**src/rtl/axi_lite_xbar_if.sv**
```systemverilog
// AXI4-Lite channel bundle shared by the LSU port and the memory-mapped slaves.
interface axi_lite_if;
    localparam int unsigned ADDR_W = 32;
    localparam int unsigned DATA_W = 32;
    localparam int unsigned STRB_W = DATA_W / 8;

    logic [ADDR_W-1:0] awaddr;
    logic              awvalid;
    logic              awready;
    logic [DATA_W-1:0] wdata;
    logic [STRB_W-1:0] wstrb;
    logic              wvalid;
    logic              wready;
    logic [1:0]        bresp;
    logic              bvalid;
    logic              bready;
    logic [ADDR_W-1:0] araddr;
    logic              arvalid;
    logic              arready;
    logic [DATA_W-1:0] rdata;
    logic [1:0]        rresp;
    logic              rvalid;
    logic              rready;

    modport master (
        output awaddr, awvalid, wdata, wstrb, wvalid, bready, araddr, arvalid, rready,
        input  awready, wready, bresp, bvalid, arready, rdata, rresp, rvalid
    );

    modport slave (
        input  awaddr, awvalid, wdata, wstrb, wvalid, bready, araddr, arvalid, rready,
        output awready, wready, bresp, bvalid, arready, rdata, rresp, rvalid
    );
endinterface

```
**src/rtl/axi_lite_xbar.sv**
```systemverilog
// 1-master / 3-slave AXI4-Lite crossbar (SRAM, UART, CLINT) with local DECERR for unmapped addresses.
module axi_lite_xbar #(
    parameter logic [31:0] SRAM_BASE  = 32'h8000_0000,
    parameter logic [31:0] SRAM_SIZE  = 32'h0800_0000,
    parameter logic [31:0] UART_BASE  = 32'ha000_03f8,
    parameter logic [31:0] UART_SIZE  = 32'h0000_0008,
    parameter logic [31:0] CLINT_BASE = 32'ha000_0048,
    parameter logic [31:0] CLINT_SIZE = 32'h0000_0008
) (
    input logic         clk,
    input logic         reset,
    axi_lite_if.slave   m,
    axi_lite_if.master  s0,
    axi_lite_if.master  s1,
    axi_lite_if.master  s2
);

    localparam int unsigned NS     = 3;
    localparam int unsigned ADDR_W = 32;
    localparam int unsigned DATA_W = 32;
    localparam int unsigned STRB_W = DATA_W / 8;
    localparam int unsigned RESP_W = 2;
    localparam logic [RESP_W-1:0] RESP_DECERR = 2'b11;

    typedef enum logic [1:0] {RD_IDLE, RD_FWD, RD_RESP, RD_ERR} rd_state_e;
    typedef enum logic [1:0] {WR_IDLE, WR_FWD, WR_RESP, WR_ERR} wr_state_e;

    // Returns a one-hot slot select; all zeros means no slave claims the address.
    function automatic logic [NS-1:0] decode(input logic [ADDR_W-1:0] addr);
        logic [ADDR_W:0] a;
        a = {1'b0, addr};
        decode = '0;
        if (a >= (ADDR_W+1)'(SRAM_BASE) && a < (ADDR_W+1)'(SRAM_BASE) + (ADDR_W+1)'(SRAM_SIZE))
            decode = 3'b001;
        else if (a >= (ADDR_W+1)'(UART_BASE) && a < (ADDR_W+1)'(UART_BASE) + (ADDR_W+1)'(UART_SIZE))
            decode = 3'b010;
        else if (a >= (ADDR_W+1)'(CLINT_BASE) && a < (ADDR_W+1)'(CLINT_BASE) + (ADDR_W+1)'(CLINT_SIZE))
            decode = 3'b100;
    endfunction

    // Slave-side inputs gathered into vectors indexed by slot.
    logic [NS-1:0]     s_arready, s_rvalid, s_awready, s_wready, s_bvalid;
    logic [DATA_W-1:0] s_rdata [NS];
    logic [RESP_W-1:0] s_rresp [NS];
    logic [RESP_W-1:0] s_bresp [NS];

    assign s_arready = {s2.arready, s1.arready, s0.arready};
    assign s_rvalid  = {s2.rvalid,  s1.rvalid,  s0.rvalid};
    assign s_awready = {s2.awready, s1.awready, s0.awready};
    assign s_wready  = {s2.wready,  s1.wready,  s0.wready};
    assign s_bvalid  = {s2.bvalid,  s1.bvalid,  s0.bvalid};
    assign s_rdata[0] = s0.rdata;
    assign s_rdata[1] = s1.rdata;
    assign s_rdata[2] = s2.rdata;
    assign s_rresp[0] = s0.rresp;
    assign s_rresp[1] = s1.rresp;
    assign s_rresp[2] = s2.rresp;
    assign s_bresp[0] = s0.bresp;
    assign s_bresp[1] = s1.bresp;
    assign s_bresp[2] = s2.bresp;

    // ---------------- read path ----------------
    rd_state_e         rd_state_q, rd_state_d;
    logic [ADDR_W-1:0] rd_addr_q, rd_addr_d;
    logic [NS-1:0]     rd_sel_q, rd_sel_d;

    logic              m_arready_c, m_rvalid_c;
    logic [DATA_W-1:0] m_rdata_c;
    logic [RESP_W-1:0] m_rresp_c;
    logic [NS-1:0]     s_arvalid_c, s_rready_c;

    always_ff @(posedge clk) begin
        if (reset) begin
            rd_state_q <= RD_IDLE;
            rd_addr_q  <= '0;
            rd_sel_q   <= '0;
        end else begin
            rd_state_q <= rd_state_d;
            rd_addr_q  <= rd_addr_d;
            rd_sel_q   <= rd_sel_d;
        end
    end

    always_comb begin
        rd_state_d  = rd_state_q;
        rd_addr_d   = rd_addr_q;
        rd_sel_d    = rd_sel_q;
        m_arready_c = 1'b0;
        m_rvalid_c  = 1'b0;
        m_rdata_c   = '0;
        m_rresp_c   = '0;
        s_arvalid_c = '0;
        s_rready_c  = '0;
        case (rd_state_q)
            RD_IDLE: begin
                m_arready_c = 1'b1;
                if (m.arvalid) begin
                    rd_addr_d  = m.araddr;
                    rd_sel_d   = decode(m.araddr);
                    rd_state_d = (decode(m.araddr) != '0) ? RD_FWD : RD_ERR;
                end
            end
            RD_FWD: begin
                s_arvalid_c = rd_sel_q;
                if ((rd_sel_q & s_arready) != '0) rd_state_d = RD_RESP;
            end
            RD_RESP: begin
                for (int k = 0; k < NS; k++) begin
                    if (rd_sel_q[k]) begin
                        m_rvalid_c = s_rvalid[k];
                        m_rdata_c  = s_rdata[k];
                        m_rresp_c  = s_rresp[k];
                    end
                end
                s_rready_c = rd_sel_q & {NS{m.rready}};
                if (m_rvalid_c && m.rready) rd_state_d = RD_IDLE;
            end
            RD_ERR: begin
                m_rvalid_c = 1'b1;
                m_rresp_c  = RESP_DECERR;
                if (m.rready) rd_state_d = RD_IDLE;
            end
            default: rd_state_d = RD_IDLE;
        endcase
    end

    // ---------------- write path ----------------
    wr_state_e         wr_state_q, wr_state_d;
    logic [ADDR_W-1:0] aw_addr_q, aw_addr_d;
    logic [DATA_W-1:0] w_data_q, w_data_d;
    logic [STRB_W-1:0] w_strb_q, w_strb_d;
    logic [NS-1:0]     wr_sel_q, wr_sel_d;
    logic              aw_got_q, aw_got_d, w_got_q, w_got_d;
    logic              aw_done_q, aw_done_d, w_done_q, w_done_d;

    logic              m_awready_c, m_wready_c, m_bvalid_c;
    logic [RESP_W-1:0] m_bresp_c;
    logic [NS-1:0]     s_awvalid_c, s_wvalid_c, s_bready_c;

    always_ff @(posedge clk) begin
        if (reset) begin
            wr_state_q <= WR_IDLE;
            aw_addr_q  <= '0;
            w_data_q   <= '0;
            w_strb_q   <= '0;
            wr_sel_q   <= '0;
            aw_got_q   <= 1'b0;
            w_got_q    <= 1'b0;
            aw_done_q  <= 1'b0;
            w_done_q   <= 1'b0;
        end else begin
            wr_state_q <= wr_state_d;
            aw_addr_q  <= aw_addr_d;
            w_data_q   <= w_data_d;
            w_strb_q   <= w_strb_d;
            wr_sel_q   <= wr_sel_d;
            aw_got_q   <= aw_got_d;
            w_got_q    <= w_got_d;
            aw_done_q  <= aw_done_d;
            w_done_q   <= w_done_d;
        end
    end

    always_comb begin
        wr_state_d  = wr_state_q;
        aw_addr_d   = aw_addr_q;
        w_data_d    = w_data_q;
        w_strb_d    = w_strb_q;
        wr_sel_d    = wr_sel_q;
        aw_got_d    = aw_got_q;
        w_got_d     = w_got_q;
        aw_done_d   = aw_done_q;
        w_done_d    = w_done_q;
        m_awready_c = 1'b0;
        m_wready_c  = 1'b0;
        m_bvalid_c  = 1'b0;
        m_bresp_c   = '0;
        s_awvalid_c = '0;
        s_wvalid_c  = '0;
        s_bready_c  = '0;
        case (wr_state_q)
            WR_IDLE: begin
                m_awready_c = !aw_got_q;
                m_wready_c  = !w_got_q;
                if (m.awvalid && !aw_got_q) begin
                    aw_addr_d = m.awaddr;
                    aw_got_d  = 1'b1;
                end
                if (m.wvalid && !w_got_q) begin
                    w_data_d = m.wdata;
                    w_strb_d = m.wstrb;
                    w_got_d  = 1'b1;
                end
                // Dispatch once both halves are held, including a same-cycle arrival.
                if (aw_got_d && w_got_d) begin
                    wr_sel_d   = decode(aw_addr_d);
                    wr_state_d = (decode(aw_addr_d) != '0) ? WR_FWD : WR_ERR;
                    aw_got_d   = 1'b0;
                    w_got_d    = 1'b0;
                    aw_done_d  = 1'b0;
                    w_done_d   = 1'b0;
                end
            end
            WR_FWD: begin
                s_awvalid_c = aw_done_q ? '0 : wr_sel_q;
                s_wvalid_c  = w_done_q  ? '0 : wr_sel_q;
                if ((s_awvalid_c & s_awready) != '0) aw_done_d = 1'b1;
                if ((s_wvalid_c & s_wready) != '0)   w_done_d  = 1'b1;
                if (aw_done_d && w_done_d) begin
                    wr_state_d = WR_RESP;
                    aw_done_d  = 1'b0;
                    w_done_d   = 1'b0;
                end
            end
            WR_RESP: begin
                for (int k = 0; k < NS; k++) begin
                    if (wr_sel_q[k]) begin
                        m_bvalid_c = s_bvalid[k];
                        m_bresp_c  = s_bresp[k];
                    end
                end
                s_bready_c = wr_sel_q & {NS{m.bready}};
                if (m_bvalid_c && m.bready) wr_state_d = WR_IDLE;
            end
            WR_ERR: begin
                m_bvalid_c = 1'b1;
                m_bresp_c  = RESP_DECERR;
                if (m.bready) wr_state_d = WR_IDLE;
            end
            default: wr_state_d = WR_IDLE;
        endcase
    end

    // ---------------- port drive ----------------
    assign m.arready = m_arready_c;
    assign m.rvalid  = m_rvalid_c;
    assign m.rdata   = m_rdata_c;
    assign m.rresp   = m_rresp_c;
    assign m.awready = m_awready_c;
    assign m.wready  = m_wready_c;
    assign m.bvalid  = m_bvalid_c;
    assign m.bresp   = m_bresp_c;

    assign s0.araddr  = rd_addr_q;
    assign s0.arvalid = s_arvalid_c[0];
    assign s0.rready  = s_rready_c[0];
    assign s0.awaddr  = aw_addr_q;
    assign s0.awvalid = s_awvalid_c[0];
    assign s0.wdata   = w_data_q;
    assign s0.wstrb   = w_strb_q;
    assign s0.wvalid  = s_wvalid_c[0];
    assign s0.bready  = s_bready_c[0];

    assign s1.araddr  = rd_addr_q;
    assign s1.arvalid = s_arvalid_c[1];
    assign s1.rready  = s_rready_c[1];
    assign s1.awaddr  = aw_addr_q;
    assign s1.awvalid = s_awvalid_c[1];
    assign s1.wdata   = w_data_q;
    assign s1.wstrb   = w_strb_q;
    assign s1.wvalid  = s_wvalid_c[1];
    assign s1.bready  = s_bready_c[1];

    assign s2.araddr  = rd_addr_q;
    assign s2.arvalid = s_arvalid_c[2];
    assign s2.rready  = s_rready_c[2];
    assign s2.awaddr  = aw_addr_q;
    assign s2.awvalid = s_awvalid_c[2];
    assign s2.wdata   = w_data_q;
    assign s2.wstrb   = w_strb_q;
    assign s2.wvalid  = s_wvalid_c[2];
    assign s2.bready  = s_bready_c[2];

endmodule

```
**src/flat_wrapper.sv**
```systemverilog
// flat-port wrapper written by rule: the top's interface ports become plain ports
module axi_lite_xbar_flat 
#(
    parameter logic [31:0] SRAM_BASE  = 32'h8000_0000,
    parameter logic [31:0] SRAM_SIZE  = 32'h0800_0000,
    parameter logic [31:0] UART_BASE  = 32'ha000_03f8,
    parameter logic [31:0] UART_SIZE  = 32'h0000_0008,
    parameter logic [31:0] CLINT_BASE = 32'ha000_0048,
    parameter logic [31:0] CLINT_SIZE = 32'h0000_0008
)
  (clk, reset, m_awaddr, m_awvalid, m_wdata, m_wstrb, m_wvalid, m_bready, m_araddr, m_arvalid, m_rready, m_awready, m_wready, m_bresp, m_bvalid, m_arready, m_rdata, m_rresp, m_rvalid, s0_awaddr, s0_awvalid, s0_wdata, s0_wstrb, s0_wvalid, s0_bready, s0_araddr, s0_arvalid, s0_rready, s0_awready, s0_wready, s0_bresp, s0_bvalid, s0_arready, s0_rdata, s0_rresp, s0_rvalid, s1_awaddr, s1_awvalid, s1_wdata, s1_wstrb, s1_wvalid, s1_bready, s1_araddr, s1_arvalid, s1_rready, s1_awready, s1_wready, s1_bresp, s1_bvalid, s1_arready, s1_rdata, s1_rresp, s1_rvalid, s2_awaddr, s2_awvalid, s2_wdata, s2_wstrb, s2_wvalid, s2_bready, s2_araddr, s2_arvalid, s2_rready, s2_awready, s2_wready, s2_bresp, s2_bvalid, s2_arready, s2_rdata, s2_rresp, s2_rvalid);
  axi_lite_if m_i ();
  axi_lite_if s0_i ();
  axi_lite_if s1_i ();
  axi_lite_if s2_i ();
  input logic clk;
  input logic reset;
  input wire logic [$bits(m_i.awaddr)-1:0] m_awaddr;
  input wire logic [$bits(m_i.awvalid)-1:0] m_awvalid;
  input wire logic [$bits(m_i.wdata)-1:0] m_wdata;
  input wire logic [$bits(m_i.wstrb)-1:0] m_wstrb;
  input wire logic [$bits(m_i.wvalid)-1:0] m_wvalid;
  input wire logic [$bits(m_i.bready)-1:0] m_bready;
  input wire logic [$bits(m_i.araddr)-1:0] m_araddr;
  input wire logic [$bits(m_i.arvalid)-1:0] m_arvalid;
  input wire logic [$bits(m_i.rready)-1:0] m_rready;
  output wire logic [$bits(m_i.awready)-1:0] m_awready;
  output wire logic [$bits(m_i.wready)-1:0] m_wready;
  output wire logic [$bits(m_i.bresp)-1:0] m_bresp;
  output wire logic [$bits(m_i.bvalid)-1:0] m_bvalid;
  output wire logic [$bits(m_i.arready)-1:0] m_arready;
  output wire logic [$bits(m_i.rdata)-1:0] m_rdata;
  output wire logic [$bits(m_i.rresp)-1:0] m_rresp;
  output wire logic [$bits(m_i.rvalid)-1:0] m_rvalid;
  output wire logic [$bits(s0_i.awaddr)-1:0] s0_awaddr;
  output wire logic [$bits(s0_i.awvalid)-1:0] s0_awvalid;
  output wire logic [$bits(s0_i.wdata)-1:0] s0_wdata;
  output wire logic [$bits(s0_i.wstrb)-1:0] s0_wstrb;
  output wire logic [$bits(s0_i.wvalid)-1:0] s0_wvalid;
  output wire logic [$bits(s0_i.bready)-1:0] s0_bready;
  output wire logic [$bits(s0_i.araddr)-1:0] s0_araddr;
  output wire logic [$bits(s0_i.arvalid)-1:0] s0_arvalid;
  output wire logic [$bits(s0_i.rready)-1:0] s0_rready;
  input wire logic [$bits(s0_i.awready)-1:0] s0_awready;
  input wire logic [$bits(s0_i.wready)-1:0] s0_wready;
  input wire logic [$bits(s0_i.bresp)-1:0] s0_bresp;
  input wire logic [$bits(s0_i.bvalid)-1:0] s0_bvalid;
  input wire logic [$bits(s0_i.arready)-1:0] s0_arready;
  input wire logic [$bits(s0_i.rdata)-1:0] s0_rdata;
  input wire logic [$bits(s0_i.rresp)-1:0] s0_rresp;
  input wire logic [$bits(s0_i.rvalid)-1:0] s0_rvalid;
  output wire logic [$bits(s1_i.awaddr)-1:0] s1_awaddr;
  output wire logic [$bits(s1_i.awvalid)-1:0] s1_awvalid;
  output wire logic [$bits(s1_i.wdata)-1:0] s1_wdata;
  output wire logic [$bits(s1_i.wstrb)-1:0] s1_wstrb;
  output wire logic [$bits(s1_i.wvalid)-1:0] s1_wvalid;
  output wire logic [$bits(s1_i.bready)-1:0] s1_bready;
  output wire logic [$bits(s1_i.araddr)-1:0] s1_araddr;
  output wire logic [$bits(s1_i.arvalid)-1:0] s1_arvalid;
  output wire logic [$bits(s1_i.rready)-1:0] s1_rready;
  input wire logic [$bits(s1_i.awready)-1:0] s1_awready;
  input wire logic [$bits(s1_i.wready)-1:0] s1_wready;
  input wire logic [$bits(s1_i.bresp)-1:0] s1_bresp;
  input wire logic [$bits(s1_i.bvalid)-1:0] s1_bvalid;
  input wire logic [$bits(s1_i.arready)-1:0] s1_arready;
  input wire logic [$bits(s1_i.rdata)-1:0] s1_rdata;
  input wire logic [$bits(s1_i.rresp)-1:0] s1_rresp;
  input wire logic [$bits(s1_i.rvalid)-1:0] s1_rvalid;
  output wire logic [$bits(s2_i.awaddr)-1:0] s2_awaddr;
  output wire logic [$bits(s2_i.awvalid)-1:0] s2_awvalid;
  output wire logic [$bits(s2_i.wdata)-1:0] s2_wdata;
  output wire logic [$bits(s2_i.wstrb)-1:0] s2_wstrb;
  output wire logic [$bits(s2_i.wvalid)-1:0] s2_wvalid;
  output wire logic [$bits(s2_i.bready)-1:0] s2_bready;
  output wire logic [$bits(s2_i.araddr)-1:0] s2_araddr;
  output wire logic [$bits(s2_i.arvalid)-1:0] s2_arvalid;
  output wire logic [$bits(s2_i.rready)-1:0] s2_rready;
  input wire logic [$bits(s2_i.awready)-1:0] s2_awready;
  input wire logic [$bits(s2_i.wready)-1:0] s2_wready;
  input wire logic [$bits(s2_i.bresp)-1:0] s2_bresp;
  input wire logic [$bits(s2_i.bvalid)-1:0] s2_bvalid;
  input wire logic [$bits(s2_i.arready)-1:0] s2_arready;
  input wire logic [$bits(s2_i.rdata)-1:0] s2_rdata;
  input wire logic [$bits(s2_i.rresp)-1:0] s2_rresp;
  input wire logic [$bits(s2_i.rvalid)-1:0] s2_rvalid;
  assign m_i.awaddr = m_awaddr;
  assign m_i.awvalid = m_awvalid;
  assign m_i.wdata = m_wdata;
  assign m_i.wstrb = m_wstrb;
  assign m_i.wvalid = m_wvalid;
  assign m_i.bready = m_bready;
  assign m_i.araddr = m_araddr;
  assign m_i.arvalid = m_arvalid;
  assign m_i.rready = m_rready;
  assign m_awready = m_i.awready;
  assign m_wready = m_i.wready;
  assign m_bresp = m_i.bresp;
  assign m_bvalid = m_i.bvalid;
  assign m_arready = m_i.arready;
  assign m_rdata = m_i.rdata;
  assign m_rresp = m_i.rresp;
  assign m_rvalid = m_i.rvalid;
  assign s0_awaddr = s0_i.awaddr;
  assign s0_awvalid = s0_i.awvalid;
  assign s0_wdata = s0_i.wdata;
  assign s0_wstrb = s0_i.wstrb;
  assign s0_wvalid = s0_i.wvalid;
  assign s0_bready = s0_i.bready;
  assign s0_araddr = s0_i.araddr;
  assign s0_arvalid = s0_i.arvalid;
  assign s0_rready = s0_i.rready;
  assign s0_i.awready = s0_awready;
  assign s0_i.wready = s0_wready;
  assign s0_i.bresp = s0_bresp;
  assign s0_i.bvalid = s0_bvalid;
  assign s0_i.arready = s0_arready;
  assign s0_i.rdata = s0_rdata;
  assign s0_i.rresp = s0_rresp;
  assign s0_i.rvalid = s0_rvalid;
  assign s1_awaddr = s1_i.awaddr;
  assign s1_awvalid = s1_i.awvalid;
  assign s1_wdata = s1_i.wdata;
  assign s1_wstrb = s1_i.wstrb;
  assign s1_wvalid = s1_i.wvalid;
  assign s1_bready = s1_i.bready;
  assign s1_araddr = s1_i.araddr;
  assign s1_arvalid = s1_i.arvalid;
  assign s1_rready = s1_i.rready;
  assign s1_i.awready = s1_awready;
  assign s1_i.wready = s1_wready;
  assign s1_i.bresp = s1_bresp;
  assign s1_i.bvalid = s1_bvalid;
  assign s1_i.arready = s1_arready;
  assign s1_i.rdata = s1_rdata;
  assign s1_i.rresp = s1_rresp;
  assign s1_i.rvalid = s1_rvalid;
  assign s2_awaddr = s2_i.awaddr;
  assign s2_awvalid = s2_i.awvalid;
  assign s2_wdata = s2_i.wdata;
  assign s2_wstrb = s2_i.wstrb;
  assign s2_wvalid = s2_i.wvalid;
  assign s2_bready = s2_i.bready;
  assign s2_araddr = s2_i.araddr;
  assign s2_arvalid = s2_i.arvalid;
  assign s2_rready = s2_i.rready;
  assign s2_i.awready = s2_awready;
  assign s2_i.wready = s2_wready;
  assign s2_i.bresp = s2_bresp;
  assign s2_i.bvalid = s2_bvalid;
  assign s2_i.arready = s2_arready;
  assign s2_i.rdata = s2_rdata;
  assign s2_i.rresp = s2_rresp;
  assign s2_i.rvalid = s2_rvalid;
  axi_lite_xbar #(.SRAM_BASE(SRAM_BASE), .SRAM_SIZE(SRAM_SIZE), .UART_BASE(UART_BASE), .UART_SIZE(UART_SIZE), .CLINT_BASE(CLINT_BASE), .CLINT_SIZE(CLINT_SIZE)) u_core (.clk(clk), .reset(reset), .m(m_i), .s0(s0_i), .s1(s1_i), .s2(s2_i));
endmodule
```
**config.mk**
```make
export PLATFORM = sky130hd
export DESIGN_NAME = axi_lite_xbar_flat
export DESIGN_NICKNAME = d
export VERILOG_FILES = /design/src/rtl/axi_lite_xbar_if.sv /design/src/rtl/axi_lite_xbar.sv /design/src/flat_wrapper.sv
export SDC_FILE = /design/constraint.sdc
export NUM_CORES = 1
export LEC_CHECK = 0
export CAP_MARGIN = 5
export CORE_AREA = 2 2 230 232
export DETAILED_ROUTE_END_ITERATION = 8
export DIE_AREA = 0 0 232 234
export PLACE_DENSITY = 0.4
export REMOVE_ABC_BUFFERS = 1
export SYNTH_ARGS = -nofsm -noshare
export SYNTH_HDL_FRONTEND = slang
export SYNTH_SLANG_ARGS = --single-unit
```
**constraint.sdc**
```tcl
create_clock -name clk -period 1.9 [get_ports clk]
set_input_delay 0.38 -clock clk [delete_from_list [all_inputs] [get_ports clk]]
set_output_delay 0.38 -clock clk [all_outputs]
set_load 0.01 [all_outputs]
```
==> flow_summary_export.csv <==
group,metric,value,unit
clocking,clkSinkCount,114,
finish,utilization,0.2615,
clocking,clkTransAtPathRegs,0.06,ns
routing,ant_nets,0,
synth,syn_area,7003,um^2
finish,antenna_cells,0,
status,status,"finished, violations left",
finish,fin_area,13600,um^2
clocking,cts-root-buf,"clkbuf_16",
sta,setup_ws,-0.3259,ns
sta,rsz0062_at_grt,"true",
global_routing,grt_pass1_vias,8274,
clocking,clk-insertion-delay-late,0.44,ns
synth,ys_seq_area_frac,0.3259,
worst_setup_path,path_cells,"nor2b_4, buf_12, buf_12, buf_16, a22oi_2, a221oi_2, buf_2",
power_and_ir_drop,peakVddDrop,0.4128,mV
sta,fin_tns_setup,-7.977,ns
sta,hold_viol,0,
floorplan,num_rows,84,
sta,skew,0.01050,ns
global_routing,antenna_found_initial,3,
floorplan,ios,586,
routing,num_vias,8143,
global_routing,grt_usage,0.1384,
placement,placed_area,12730,um^2
power_and_ir_drop,leakagePower,0.005162,uW
finish,layout-drive-gt1-share,0.1996,
synth,synth_area_leader_cell,"dfxtp_1",
finish,nets,1645,
synth,syn_avg_cell_area,7.197,um^2
floorplan,core,52020,um^2
finish,stdcell_count,2116,
routing,wl_per_cell,18.59,um
power_and_ir_drop,power_density,676.6,nW/um^2
status,violations,"negative setup slack",
clocking,max-clock-path-buffers,2,
synth,ys.flop_type,"dfxtp_1",
finish,synthToLayoutAreaGrowth,94.26,%
global_routing,grt_pass1_wl,54.78,mm
placement,io_buffers,585,
routing,dr.pass1.iters,4,
worst_setup_path,crit_buf_inv,4,
worst_setup_path,cp_max_fo,6,
floorplan,die_w,232,um
sta,max-slew-margin-rel,0.6283,
synth,async_flop_share,0,
worst_setup_path,cp_slowest_cell,"dfxtp_4",
sta,fmax,449.3,MHz
clocking,cts_tree,"done",
worst_setup_path,critical_path.top_delay_family,"buffers and inverters",
worst_setup_path,crit_top_cell,"buf_12",
placement,place_congestion,0.7872,
sta,worstMarginPinSlew,0.5575,ns
clocking,cts-htree-levels,4,
clocking,cts-buffers-inserted,17,
routing,route.detailed.drc,0,
routing,drt_iter0_markers,254,
worst_setup_path,max_stage_delay,0.36,ns
synth,synth_edf_count,0,
synth,ys_warn_count,0,
routing,avgViaCountPerCell,3.848,
placement,pre_cts_ws,-0.8878,ns
synth,netlist_instances,973,
min_path,hp-class,"input port to flop",
sta,finalSetupViolations,37,
worst_setup_path,cp_data_arrival_time,1.85,ns
placement,dp_cells,2074,
worst_setup_path,critPathRequiredTime,1.52,ns
sta,fin_crit_sh,1.172,
floorplan,fp.dieH,234,um
routing,drt-total-wl,39.35,mm
synth,yosysTopAreaCellShare,0.3259,
global_routing,grt-ovfl-total,0,
placement,place_hpwl,31.25,mm
floorplan,die_area,54290,um^2
floorplan,initial_core_util,0.1346,
worst_setup_path,critPathLaunchType,"flop",
worst_setup_path,endpoint_kind,"primary output",
sta,period_minus_slack,2.226,ns
run,max_cap_viol_count,0,
sta,slew_viol_final,0,
synth,synth.top_cells.by_area,"dfxtp_1 (33%), buf_4 (22%), nand2_1 (12%)",
global_routing,grt_max_degree,37,
synth,synthDistinctLibCells,51,
worst_setup_path,critPathKind,"flop to primary output",
synth,ys_ff_latch,114,
## report_power, final
| part | switching [uW] | total [uW] | internal, uW | leakage, uW |
|---|---|---|---|---|
| Combinational | 1310 | 3010 | 1700 | 0.00393 |
| Sequential | 299 | 2900 | 2610 | 0.000953 |
| Clock | 1410 | 3290 | 1880 | 0.000282 |
## registers in the layout, summed over array words and instances (netlist names), 2 cells and up
register	cells
u_core.rd_state_q	2
u_core.wr_state_q	2
u_core.s0.wdata	32
u_core.wr_sel_q	3
u_core.s0.awaddr	32
u_core.rd_sel_q	3
u_core.s0.wstrb	4
u_core.s0.araddr	32
## path summary, 6_finish.rpt
path,from,to,slack [ns],depth (start not counted)
max reg2reg,u_core.rd_sel_q[0],u_core.rd_state_q[1],0.14,9
max,u_core.rd_sel_q[1],m_rvalid,-0.33,7
min,reset,u_core.s0.awaddr[2],0.43,2
min reg2reg,u_core.s0.araddr[6],u_core.s0.araddr[6],0.49,2
## layout make-up
cell class | instances | area (um^2)
fill | 5729 | 38420
multi-input combinational | 599 | 3203
tap | 688 | 860.8
timing repair buffer | 681 | 6595
sequential | 114 | 2352
clock buffer | 18 | 439.2
clock inverter | 14 | 146.4
inverter | 2 | 7.507
## metal layers
| layer | track usage | vias to the layer above | part of all wire |
|---|---|---|---|
| met3 | 0.04171 | 33 | 0.074 |
| met5 | 0 | - | 0.00074 |
| met1 | 0.1554 | 3783 | 0.40 |
| li1 | - | 3934 | - |
| met4 | 0.03966 | 4 | 0.018 |
| met2 | 0.2516 | 389 | 0.51 |
## kinds of logic (layout without fill, tap and decap cells)
family	after synthesis	after routing	share of synthesized area
DFF	114	114	0.3259
buffers and inverters	260	715	0.2535
and+or+nand+nor	385	385	0.2391
muxes	1	1	0.001608
AOI/OAI and AO/OA	213	213	0.1799
## layout by cell type (no fill, tap or decap), drive strengths merged, types with 8 or more instances in the layout
master,n
nor3,9
nand2,221
nor4,8
nor3b,10
clkdlybuf4s50,508
nor2,93
inv,9
buf,147
clkbuf,19
dlygate4sd2,12
a22oi,43
dlymetal6s2s,9
dfxtp,114
a21oi,144
## synth_stat cells, drive strengths merged (2+ instances only)
cell      n
buf     231
nand2   221
a21oi   144
dfxtp   114
nor2     93
a22oi    43
clkbuf   27
nor3b    10
nor3      9
nor4      8
and2      6
and3      6
nand4     6
o21ai     6
nand3     5
nor2b     5
nor4b     5
a211oi    4
nand2b    3
o21a      3
a21o      2
inv       2
nand4b    2
o22ai     2
or2       2
## through the flow
| step | total power (uW) | hold slack, ns |
|---|---|---|
| 2_1_floorplan | 3665 | 0.4491 |
| 3_3_place_gp | 5978 | 0.4731 |
| 3_5_place_dp | 5979 | 0.4843 |
| 4_1_cts | 9388 | 0.4101 |
| 5_1_grt | 9682 | 0.4424 |
| 6_report | 9204 | 0.4267 |
## what timing repair did
| action | in CTS | in global routing |
|---|---|---|
| buffers inserted | 8 | 0 |
| endpoints found under the hold margin | 0 | 0 |
| pin swaps | 18 | 23 |
| setup endpoints to repair | 123 | 105 |
| gates resized for setup | 294 | 60 |
| hold buffers | 0 | 0 |
| gates cloned | 3 | 0 |
(Power assumes the default switching activity.)
==> patch, RTL diff (same flow settings) <==
`aw_addr_q` and `w_data_q` no longer have a reset.
--- a/src/rtl/axi_lite_xbar.sv
+++ b/src/rtl/axi_lite_xbar.sv
@@ -140,8 +140,6 @@
     always_ff @(posedge clk) begin
         if (reset) begin
             wr_state_q <= WR_IDLE;
-            aw_addr_q  <= '0;
-            w_data_q   <= '0;
             w_strb_q   <= '0;
             wr_sel_q   <= '0;
             aw_got_q   <= 1'b0;
@@ -150,8 +148,6 @@
             w_done_q   <= 1'b0;
         end else begin
             wr_state_q <= wr_state_d;
-            aw_addr_q  <= aw_addr_d;
-            w_data_q   <= w_data_d;
             w_strb_q   <= w_strb_d;
             wr_sel_q   <= wr_sel_d;
             aw_got_q   <= aw_got_d;
@@ -159,6 +155,11 @@
             aw_done_q  <= aw_done_d;
             w_done_q   <= w_done_d;
         end
+    end
+
+    always_ff @(posedge clk) begin
+        aw_addr_q <= aw_addr_d;
+        w_data_q  <= w_data_d;
     end
 
     always_comb begin
Formal check against the unedited RTL: not equivalent (a bounded check fails within 4 cycles, from zero or initial values and one cycle with reset high).
==> patch against the unedited design <==
- the run still ends with negative setup slack left
- synthesized cell count fell by 14%
- non-clock buffer count grew 44
- power is 21% higher
- sequential cell count is the same
- via count shrank 7.8%
- setup slack improved by 0.093 ns
- wire length down 13%
- synthesized area grew 0.39%
- final area grew 3.4%
- cell count is 3.6% lower
- die area unchanged
- critical path depth up 1
- highest routed layer is now met4
==> patch: results (changes against the unedited design) <==
| Metric | Value |
|---|---|
| HP Start | `m_araddr[3] (was reset)` |
| Logic inverters | `7 (was 2)` |
| Failing checks | `negative setup slack (unchanged)` |
| DRT Wirelength | `34200 µm (was 39300 µm)` |
| Worst Hold Margin | `0.361 ns (was 0.427 ns)` |
| Layout overhead on the synthesized area | `100% (was 94.3%)` |
| GPL Wtd Cong | `0.842 (was 0.787)` |
| Routed wl met2 | `17700 µm (was 19900 µm)` |
| Worst Setup Slack, final | `-0.233 ns (was -0.326 ns)` |
| Count of multi-input gates | `473 (was 599)` |
| LEAKAGE | `5.73 nW (was 5.16 nW)` |
| Area after DPL | `0.0131 mm² (was 0.0127 mm²)` |
| Slew @ Worst Pin | `0.576 ns (was 0.557 ns)` |
| Gr usage total | `0.117 (was 0.138)` |
| Worst path max stage delay | `0.32 ns (was 0.36 ns)` |
| Data buffer area share | `0.488 (was 0.485)` |
| Top routing layer in use | `met4 (was met5)` |
| Final setup viols | `39 (was 37)` |
| CP arrival | `1.75 ns (was 1.85 ns)` |
| Distinct cells, synth | `45 (was 51)` |
| Post-DP HPWL | `27800 µm (was 31200 µm)` |
| Status | `complete, but fails checks (unchanged)` |
| Initial antenna violation count | `0 (was 3)` |
| Synth top area cells | `edfxtp_1, buf_4, dfxtp_1 (was dfxtp_1, buf_4, nand2_1)` |
| FF-to-FF Start | `u_core.s0.awaddr[10] (was u_core.rd_sel_q[0])` |
| Layout fillers | `5613 (was 5729)` |
[patch: cell types whose count changed after synthesis, sizes merged, moves of 10 or more]
cell and change:
edfxtp +64, nand2 -65, dfxtp -64, a21oi -65, buf -24, clkbuf +12
mux2i +10, nor2 -13
[patch: power groups by stage]
stage / combinational [mW] / sequential, mW / clock, mW
final: 4.39 / 3.43 / 3.33
after detailed placement: 4.60 / 3.47 / 0
after CTS: 4.37 / 3.43 / 3.47
after global routing: 4.67 / 3.48 / 3.55
after global placement: 4.63 / 3.46 / 0
after floorplan: 0.551 / 4.05 / 0
[patch: layer usage]
metal | track usage | vias to the layer above
li1 | - | 3649
met1 | 0.139 | 3526
met2 | 0.208 | 306
met3 | 0.0287 | 24
met4 | 0.0365 | 0
met5 | 0 | -
[patch: what timing repair did]
action,CTS,global route
gates resized for setup,319,110
buffers inserted,5,16
gates cloned,0,1
endpoints found under the setup margin,142,81
hold buffers,0,0
pin swaps,12,33
